--- config.mk ---
export PLATFORM = sky130hd
export DESIGN_NAME = odd_cnt_sched
export DESIGN_NICKNAME = d
export VERILOG_FILES = /design/src/rtl/odd_cnt_sched.sv
export SDC_FILE = /design/constraint.sdc
export NUM_CORES = 1
export LEC_CHECK = 0
export ABC_AREA = 1
export BUFFER_PORTS_ARGS = -buffer_cell sky130_fd_sc_hd__buf_4
export CORE_UTILIZATION = 45
export CTS_BUF_LIST = sky130_fd_sc_hd__clkbuf_8
export DETAILED_ROUTE_END_ITERATION = 12
export PLACE_DENSITY = 0.68
export SLEW_MARGIN = 20
export SYNTH_ARGS = -nofsm -noshare
export SYNTH_HDL_FRONTEND = slang
export SYNTH_SLANG_ARGS = --single-unit
--- constraint.sdc ---
create_clock -name clk -period 1.6 [get_ports clk]
set_clock_uncertainty 0.15 [all_clocks]
set_input_delay 0.32 -clock clk [delete_from_list [all_inputs] [get_ports clk]]
set_output_delay 0.32 -clock clk [all_outputs]
set_load 0.01 [all_outputs]
--- src/rtl/odd_cnt_sched.sv ---
// ---------------------------------------------------------------------------
// odd_cnt_sched
//
// Purpose:
//   Two requesters share one odd-number counter. A requester asks for a burst
//   of 1..16 consecutive odd values (a length of 0 encodes 16). The winner is
//   picked round-robin, receives a one-hot grant, and sees one odd value per
//   cycle with cnt_vld_o high. A single DONE cycle with done_o follows the
//   burst. If the granted requester withdraws its request during the burst,
//   the burst is aborted silently.
//
// Configuration macro:
//   ODD_CNT_SCHED_RESTART_EN
//     defined   : every burst starts at START_VAL (the counter reloads on grant)
//     undefined : the counter continues across bursts (the default)
//
// Parameters:
//   START_VAL  first odd value after reset (must be odd)
//
// Ports:
//   clk        sole clock, all state on the rising edge
//   reset      asynchronous active-low reset; release is synchronised to clk
//   req_i      per-requester burst request, bit n = requester n
//   len0_i     burst length of requester 0 (0 encodes 16)
//   len1_i     burst length of requester 1 (0 encodes 16)
//   gnt_o      one-hot grant of the counter
//   cnt_o      current odd counter value
//   cnt_vld_o  cnt_o is a valid burst element this cycle
//   done_o     one-cycle pulse at normal burst completion
//   busy_o     high whenever the FSM is not idle
// ---------------------------------------------------------------------------
module odd_cnt_sched #(
  parameter logic [7:0] START_VAL = 8'd1
) (
  input  logic       clk,
  input  logic       reset,
  input  logic [1:0] req_i,
  input  logic [3:0] len0_i,
  input  logic [3:0] len1_i,
  output logic [1:0] gnt_o,
  output logic [7:0] cnt_o,
  output logic       cnt_vld_o,
  output logic       done_o,
  output logic       busy_o
);

  typedef enum logic [1:0] {
    ST_IDLE = 2'd0,
    ST_RUN  = 2'd1,
    ST_DONE = 2'd2
  } state_t;

  // -------------------------------------------------------------------------
  // Reset conditioning: assertion is immediate, release is delayed two clock
  // edges so that no flop leaves reset close to an active edge.
  // -------------------------------------------------------------------------
  logic [1:0] rst_sync_reg;
  logic       rst_int_n;

  always_ff @(posedge clk or negedge reset) begin
    if (!reset) begin
      rst_sync_reg <= 2'b00;
    end else begin
      rst_sync_reg <= {rst_sync_reg[0], 1'b1};
    end
  end

  assign rst_int_n = rst_sync_reg[1];

  // -------------------------------------------------------------------------
  // State and registered outputs
  // -------------------------------------------------------------------------
  state_t     state_reg,      state_next;
  logic [1:0] gnt_reg,        gnt_next;
  logic [7:0] cnt_reg,        cnt_next;
  logic       vld_reg,        vld_next;
  logic       done_reg,       done_next;
  logic       busy_reg,       busy_next;
  logic [4:0] remain_reg,     remain_next;
  logic       last_owner_reg, last_owner_next;

  // -------------------------------------------------------------------------
  // Length decode: a raw length of 0 stands for a 16-element burst.
  // -------------------------------------------------------------------------
  logic [1:0][3:0] len_raw;
  logic [1:0][4:0] len_dec;

  assign len_raw = {len1_i, len0_i};

  for (genvar gi = 0; gi < 2; gi++) begin : g_len
    assign len_dec[gi] = (len_raw[gi] == 4'd0) ? 5'd16 : {1'b0, len_raw[gi]};
  end

  // -------------------------------------------------------------------------
  // Round-robin arbitration. With both requesting, the requester that did
  // not own the last burst wins.
  // -------------------------------------------------------------------------
  logic       win_idx;
  logic [1:0] win_onehot;

  always_comb begin
    win_idx = 1'b0;
    case (req_i)
      2'b01:   win_idx = 1'b0;
      2'b10:   win_idx = 1'b1;
      2'b11:   win_idx = ~last_owner_reg;
      default: win_idx = 1'b0;
    endcase
  end

  assign win_onehot = win_idx ? 2'b10 : 2'b01;

  // The grant register is one-hot while a burst runs, so its upper bit is the
  // owner index.
  logic owner_idx;
  logic owner_req;

  assign owner_idx = gnt_reg[1];
  assign owner_req = req_i[owner_idx];

  // Odd step: adding 2 in 8 bits wraps 255 -> 1, so the value stays odd.
  logic [7:0] cnt_inc;
  logic [7:0] burst_start;

  assign cnt_inc = cnt_reg + 8'd2;

`ifdef ODD_CNT_SCHED_RESTART_EN
  assign burst_start = START_VAL;
`else
  assign burst_start = cnt_reg;
`endif

  // -------------------------------------------------------------------------
  // Process 1: state and output registers
  // -------------------------------------------------------------------------
  always_ff @(posedge clk or negedge rst_int_n) begin
    if (!rst_int_n) begin
      state_reg      <= ST_IDLE;
      gnt_reg        <= 2'b00;
      cnt_reg        <= START_VAL;
      vld_reg        <= 1'b0;
      done_reg       <= 1'b0;
      busy_reg       <= 1'b0;
      remain_reg     <= 5'd0;
      last_owner_reg <= 1'b1;
    end else begin
      state_reg      <= state_next;
      gnt_reg        <= gnt_next;
      cnt_reg        <= cnt_next;
      vld_reg        <= vld_next;
      done_reg       <= done_next;
      busy_reg       <= busy_next;
      remain_reg     <= remain_next;
      last_owner_reg <= last_owner_next;
    end
  end

  // -------------------------------------------------------------------------
  // Process 2: next-state logic
  // -------------------------------------------------------------------------
  always_comb begin
    state_next = state_reg;
    case (state_reg)
      ST_IDLE: begin
        if (req_i != 2'b00) begin
          state_next = ST_RUN;
        end
      end
      ST_RUN: begin
        // A withdrawn request takes priority over normal completion.
        if (!owner_req) begin
          state_next = ST_IDLE;
        end else if (remain_reg == 5'd1) begin
          state_next = ST_DONE;
        end
      end
      ST_DONE: begin
        state_next = ST_IDLE;
      end
      default: begin
        state_next = ST_IDLE;
      end
    endcase
  end

  // -------------------------------------------------------------------------
  // Process 3: next values of the registered outputs and datapath
  // -------------------------------------------------------------------------
  always_comb begin
    gnt_next        = gnt_reg;
    cnt_next        = cnt_reg;
    vld_next        = 1'b0;
    done_next       = 1'b0;
    remain_next     = remain_reg;
    last_owner_next = last_owner_reg;
    busy_next       = (state_next != ST_IDLE);

    case (state_reg)
      ST_IDLE: begin
        gnt_next = 2'b00;
        if (req_i != 2'b00) begin
          // Length is captured only here; later length changes are ignored.
          gnt_next    = win_onehot;
          remain_next = len_dec[win_idx];
          cnt_next    = burst_start;
          vld_next    = 1'b1;
        end
      end

      ST_RUN: begin
        // The value shown this cycle had cnt_vld_o high, so it counts as
        // delivered whether the burst goes on, ends, or aborts. The counter
        // then holds the next odd value until the following burst.
        cnt_next = cnt_inc;
        if (!owner_req) begin
          gnt_next        = 2'b00;
          last_owner_next = owner_idx;
        end else if (remain_reg == 5'd1) begin
          done_next       = 1'b1;
          last_owner_next = owner_idx;
        end else begin
          vld_next    = 1'b1;
          remain_next = remain_reg - 5'd1;
        end
      end

      ST_DONE: begin
        gnt_next = 2'b00;
      end

      default: begin
        gnt_next = 2'b00;
      end
    endcase
  end

  assign gnt_o     = gnt_reg;
  assign cnt_o     = cnt_reg;
  assign cnt_vld_o = vld_reg;
  assign done_o    = done_reg;
  assign busy_o    = busy_reg;

endmodule

==> impl_metrics.yaml, run 1 <==
clock_tree:
  clkTransAtPathRegs_ps: 80
  insertion_delay_ps: 260
  cts_setup_buffers: 0
  numCtsBuffers: 3
  cts.sinks: 22
  cts_resized: 0
  h-tree-depth: 1
  cts_hold_buf: 1
  cts-root-buf: "clkbuf_8"
  cts_tree: "yes"
  clock_path_buffers: 2
die:
  die-area_um2: 2819
  core-area_um2: 2477
  start_util_pct: 47.42
  rows: 18
  ios: 25
  die_h_um: 53.10
  die_width_um: 53.10
final_layout:
  largest_reg_flops: 7
  fin_nets: 189
  drive_gt1_share_pct: 23.70
  layout-area-overhead-vs-synth_pct: 22.90
  postLayoutCellArea_um2: 1444
  final_cell_mix: "nand2_1, buf_4, dfrtp_1"
  layout_commonest_cell: "nand2_1"
  antenna_cells: 0
yosys:
  syn_area_um2: 1175
  synth_area_leaders: "dfrtp_1, nand2_1, nand3_1"
  syn_area_per_cell_um2: 8.159
  ys_seq_area_share_pct: 46.96
  synth_cells: 144
  netlist.top_cell.by_area: "dfrtp_1"
  ys_types: 22
  ys_seq_elements: 22
  synthDominantCellAreaShare_pct: 44.73
  yosys_warnings: 0
place:
  dp_hpwl_um: 1719
  gp_congestion: 0.9219
  portBuffers: 23
  placed_cell_area_um2: 1389
sta:
  setup_viol: 0
  finalCritPeriodShare_pct: 91.36
  fin_crit_ps: 1462
  finalSetupTns_ps: 0
  rsz0062_at_grt: "no"
  max_freq_ghz: 0.6841
  finalMaxSlewViolations: 0
  finalHoldViolCount: 0
job:
  cap_violations: 0
power_and_ir_drop:
  power_density_nw_per_um2: 1844
  ir_drop_v: 0.001130
  p_leak_uw: 0.0007855
worst_setup_path:
  slowest_stage: "dfstp_2"
  cp_max_fo: 7
  cp_slowest_stage_delay_ps: 540
  cp_data_arrival_time_ps: 1470
  end_kind: "flop"
  crit_buf_inv: 0
  cp_top_family: "simple AND/OR/NAND/NOR gates"
  cp_common_cell: "nand2_1"
  crit_chain: "nand2_1, nand2_1, nand2_1, nand3_1, o21ai_0, nand2_1, nand2_1"
  critPathLaunchType: "flop"
  cp.required_ps: 1610
  critPathKind: "reg -> reg"
detailed_routing:
  via_per_inst: 4.813
  ant_nets: 0
  drt-total-wl_um: 2181
  route.detailed.drc: 0
  drt-pass1-iter-count: 4
  vias: 977
  drt_iter0_drc: 15
  routedWlPerCell_um: 10.74
global_routing:
  overflow: 0
  grt_use_total_pct: 19.65
  grt_pass1_wl_um: 3974
  grt_pass1_vias: 976
  grt_max_degree: 21
  antenna_found_initial: 0
status:
  outcome: "finished clean"
hold_path:
  hp-class: "reg -> async"
power by group:
| group | switching [uW] | internal [uW] |
|---|---|---|
| clock | 173 | 171 |
| combinational | 776 | 560 |
| sequential | 186 | 796 |
| total | 1140 | 1530 |
cell usage after synthesis, drive strengths merged:
| master | n |
|---|---|
| dfstp | 1 |
| o21ai | 7 |
| nand3b | 1 |
| ha | 3 |
| inv | 18 |
| buf | 2 |
| xor2 | 3 |
| nand2 | 52 |
| nand4 | 1 |
| nor2 | 12 |
| conb | 1 |
| clkinv | 1 |
| dfrtp | 21 |
| nor3 | 1 |
| nand3 | 17 |
| xnor2 | 3 |
layer usage:
| layer | share of wire, % | routed length, um | GRT usage, % |
|---|---|---|---|
| met5 | 0 | 0 | 0 |
| met4 | 1.1 | 25 | 6.579 |
| met3 | 3.3 | 71 | 4.310 |
| met2 | 52 | 1141 | 34.60 |
| met1 | 43 | 943 | 23.34 |
cells by family after synthesis:
kind of cell | after synthesis | share of synthesized area, %
adder cells (fa/ha/maj) | 3 | 3.195
other | 1 | 0.3192
XOR/XNOR | 6 | 4.474
AO/OA/AOI/OAI | 7 | 3.302
flip-flops | 22 | 46.96
buffers and inverters | 21 | 7.774
AND/OR/NAND/NOR | 84 | 33.97
stage by stage:
stage / util, % / cells / hold WS [ps] / setup WS (ps) / power [uW]
3_3_place_gp: 56.06 / 198 / -47.71 / 183.8 / 2302
3_5_place_dp: 56.06 / 198 / -46.14 / 185.6 / 2337
5_1_grt: 58.28 / 203 / 88.44 / 14.51 / 2931
4_1_cts: 58.28 / 203 / 66.42 / 162.4 / 2687
6_report: 58.28 / 203 / 51.21 / 138.3 / 2663
2_1_floorplan: - / 145 / -125.6 / 317.5 / 1894
final timing paths:
check | from | end | slack (ps) | depth (start not counted)
setup / recovery | last_owner_reg | remain_reg[2] | 140 | 7
hold / removal | rst_sync_reg[1] | remain_reg[3] | 50 | 1
setup reg to reg | last_owner_reg | remain_reg[2] | 140 | 7
hold reg to reg | rst_sync_reg[1] | remain_reg[3] | 50 | 1
max in group asynchronous | rst_sync_reg[1] | last_owner_reg | 990 | 1
min in group clk | rst_sync_reg[0] | rst_sync_reg[1] | 200 | 0
cell type report:
class	instances	area, um^2
multi-input combinational	102	535.5
inverter	19	76.32
sequential	22	551.8
tap	30	37.54
timing repair buffer	26	197.7
clock inverter	1	3.754
clock buffer	3	41.29
fill	234	1033
No activity file was read; power rests on OpenSTA's default activity.
==> run 2, diff against run 1 <==
--- a/config.mk
+++ b/config.mk
@@ -11,6 +11,7 @@
 export CTS_BUF_LIST = sky130_fd_sc_hd__clkbuf_8
 export DETAILED_ROUTE_END_ITERATION = 12
 export PLACE_DENSITY = 0.68
+export REMOVE_ABC_BUFFERS = 1
 export SLEW_MARGIN = 20
 export SYNTH_ARGS = -nofsm -noshare
 export SYNTH_HDL_FRONTEND = slang
==> constraint.sdc (replaced) <==
create_clock -name clk -period 1.6 [get_ports clk]
set_clock_uncertainty 0.15 [all_clocks]
set_input_delay 0.32 -clock clk [delete_from_list [all_inputs] [get_ports clk]]
set_output_delay 0.32 -clock clk [all_outputs]
set_load 0.1 [all_outputs]
==> run 2 against run 1 <==
Effect of this change:
- sequential share of layout area decreased by 0.78 points
- final area increased by 2.1%
- final cell count increased by 0.99%
- largest cell class unchanged
==> impl_metrics.yaml, run 2 (synthesis gave the netlist of run 1 again) <==
final_layout:
  drive_gt1_share_pct: 25.14
  largest_reg_flops: 7
  fin_nets: 191
  postLayoutCellArea_um2: 1474
  antenna_cells: 0
  layout-area-overhead-vs-synth_pct: 25.45
  layout_commonest_cell: "nand2_1"
  nFillCells: 230
  post-route-util_pct: 59.49
  final_cell_mix: "nand2_1, buf_4, dfrtp_1"
sta:
  setup_viol: 0
  finalCritPeriodShare_pct: 90.46
  fin_crit_ps: 1447
  finalHoldViolCount: 0
  max_freq_ghz: 0.6909
  finalMaxSlewViolations: 0
  whs_ps: 42.36
  rsz0062_at_grt: "no"
detailed_routing:
  drt-total-wl_um: 2218
  drt_iter0_drc: 20
  drt-pass1-iter-count: 4
  via_per_inst: 4.873
  highest_layer: "met4"
  vias: 999
  wl_met1_um: 996
  wl_met2_um: 1116
  route.detailed.drc: 0
  routedWlPerCell_um: 10.82
  ant_nets: 0
  wl_met3_um: 77
worst_setup_path:
  crit_chain: "nor2_1, nand3_2, nand2_4, nand2_4, nand2_1, nand2_1"
  rrSetupSlack_ps: 150
  slowest_stage: "dfrtp_1"
  regToRegEndpoint: "remain_reg[2]"
  cp_slowest_stage_delay_ps: 410
  critPathLaunchType: "flop"
  cp.required_ps: 1600
  cp_top_family: "simple AND/OR/NAND/NOR gates"
  cp_data_arrival_time_ps: 1450
  rr_startpoint: "remain_reg[3]"
  crit_buf_inv: 0
  reg2regPathDepth: 6
  cp_max_fo: 7
  end_kind: "flop"
  critPathKind: "reg -> reg"
global_routing:
  antenna_found_initial: 0
  grt_use_total_pct: 18.79
  overflow: 0
  grt_pass1_vias: 920
  grt_max_degree: 13
  grt_pass1_wl_um: 3781
clock_tree:
  cts-root-buf: "clkbuf_8"
  cts_tree: "yes"
  cts.sinks: 22
  h-tree-depth: 1
  insertion_delay_ps: 260
  cts_setup_buffers: 0
  numCtsBuffers: 3
  clock_path_buffers: 2
  clkTransAtPathRegs_ps: 70
die:
  die_h_um: 53.10
  core-area_um2: 2477
  start_util_pct: 47.42
  die_width_um: 53.10
  ios: 25
  rows: 18
  die-area_um2: 2819
place:
  portBuffers: 23
  gp_congestion: 0.9302
  dp_hpwl_um: 1788
  placed_cell_area_um2: 1396
status:
  outcome: "finished clean"
hold_path:
  hp-class: "reg -> async"
job:
  cap_violations: 0
run 2: changes by cell type in the layout (fill, tap and decap cells not counted):
cell,before,now
buf_4,25,26
clkbuf_8,3,4
dlygate4sd3_1,1,2
inv_1,18,17
nand2_1,46,45
nand2_2,2,3
run 2: layer usage:
metal  up-vias  global-route usage (%)
met5         -                       0
met3         5                   5.172
li1        504                       -
met2        16                   31.43
met4         0                   6.579
met1       474                   22.91
run 2: through the flow:
step | setup TNS (ps) | setup WS (ps) | instances
after floorplan | -3281 | -352.1 | 143
after global placement | 0 | 173.8 | 199
after detailed placement | 0 | 149.0 | 199
after CTS | 0 | 113.0 | 205
after global routing | 0 | 30.80 | 205
final | 0 | 152.6 | 205
run 2: cell type report:
cell class	instances	area [um^2]	share of cell area, %
Timing Repair Buffer	28	215.2	14.60
Clock buffer	4	55.05	3.735
Inverter	19	76.32	5.178
Multi-Input combinational cell	102	538.0	36.50
Tap cell	30	37.54	2.547
Sequential cell	22	551.8	37.44
run 2: repair_timing:
action	CTS	global route
hold endpoints to repair	5	0
endpoints found under the setup margin	0	1
hold buffers	2	0
resized for setup	0	1
run 2: worst max-delay path by stage:
stage / startpoint / end / slack (ps) / cells past startpoint
detailed placement: last_owner_reg / remain_reg[0] / 150 / 6
floorplan: cnt_o[2] / cnt_o[5] / -350 / 5
global route: remain_reg[2] / remain_reg[2] / 30 / 6
global placement: last_owner_reg / remain_reg[1] / 170 / 7
finish: remain_reg[3] / remain_reg[2] / 150 / 6
CTS: last_owner_reg / remain_reg[0] / 110 / 6
Power of run 2 is left out: the tool's default activity adds up to more than one toggle a clock period on the data nets, which glitch-free logic cannot reach.
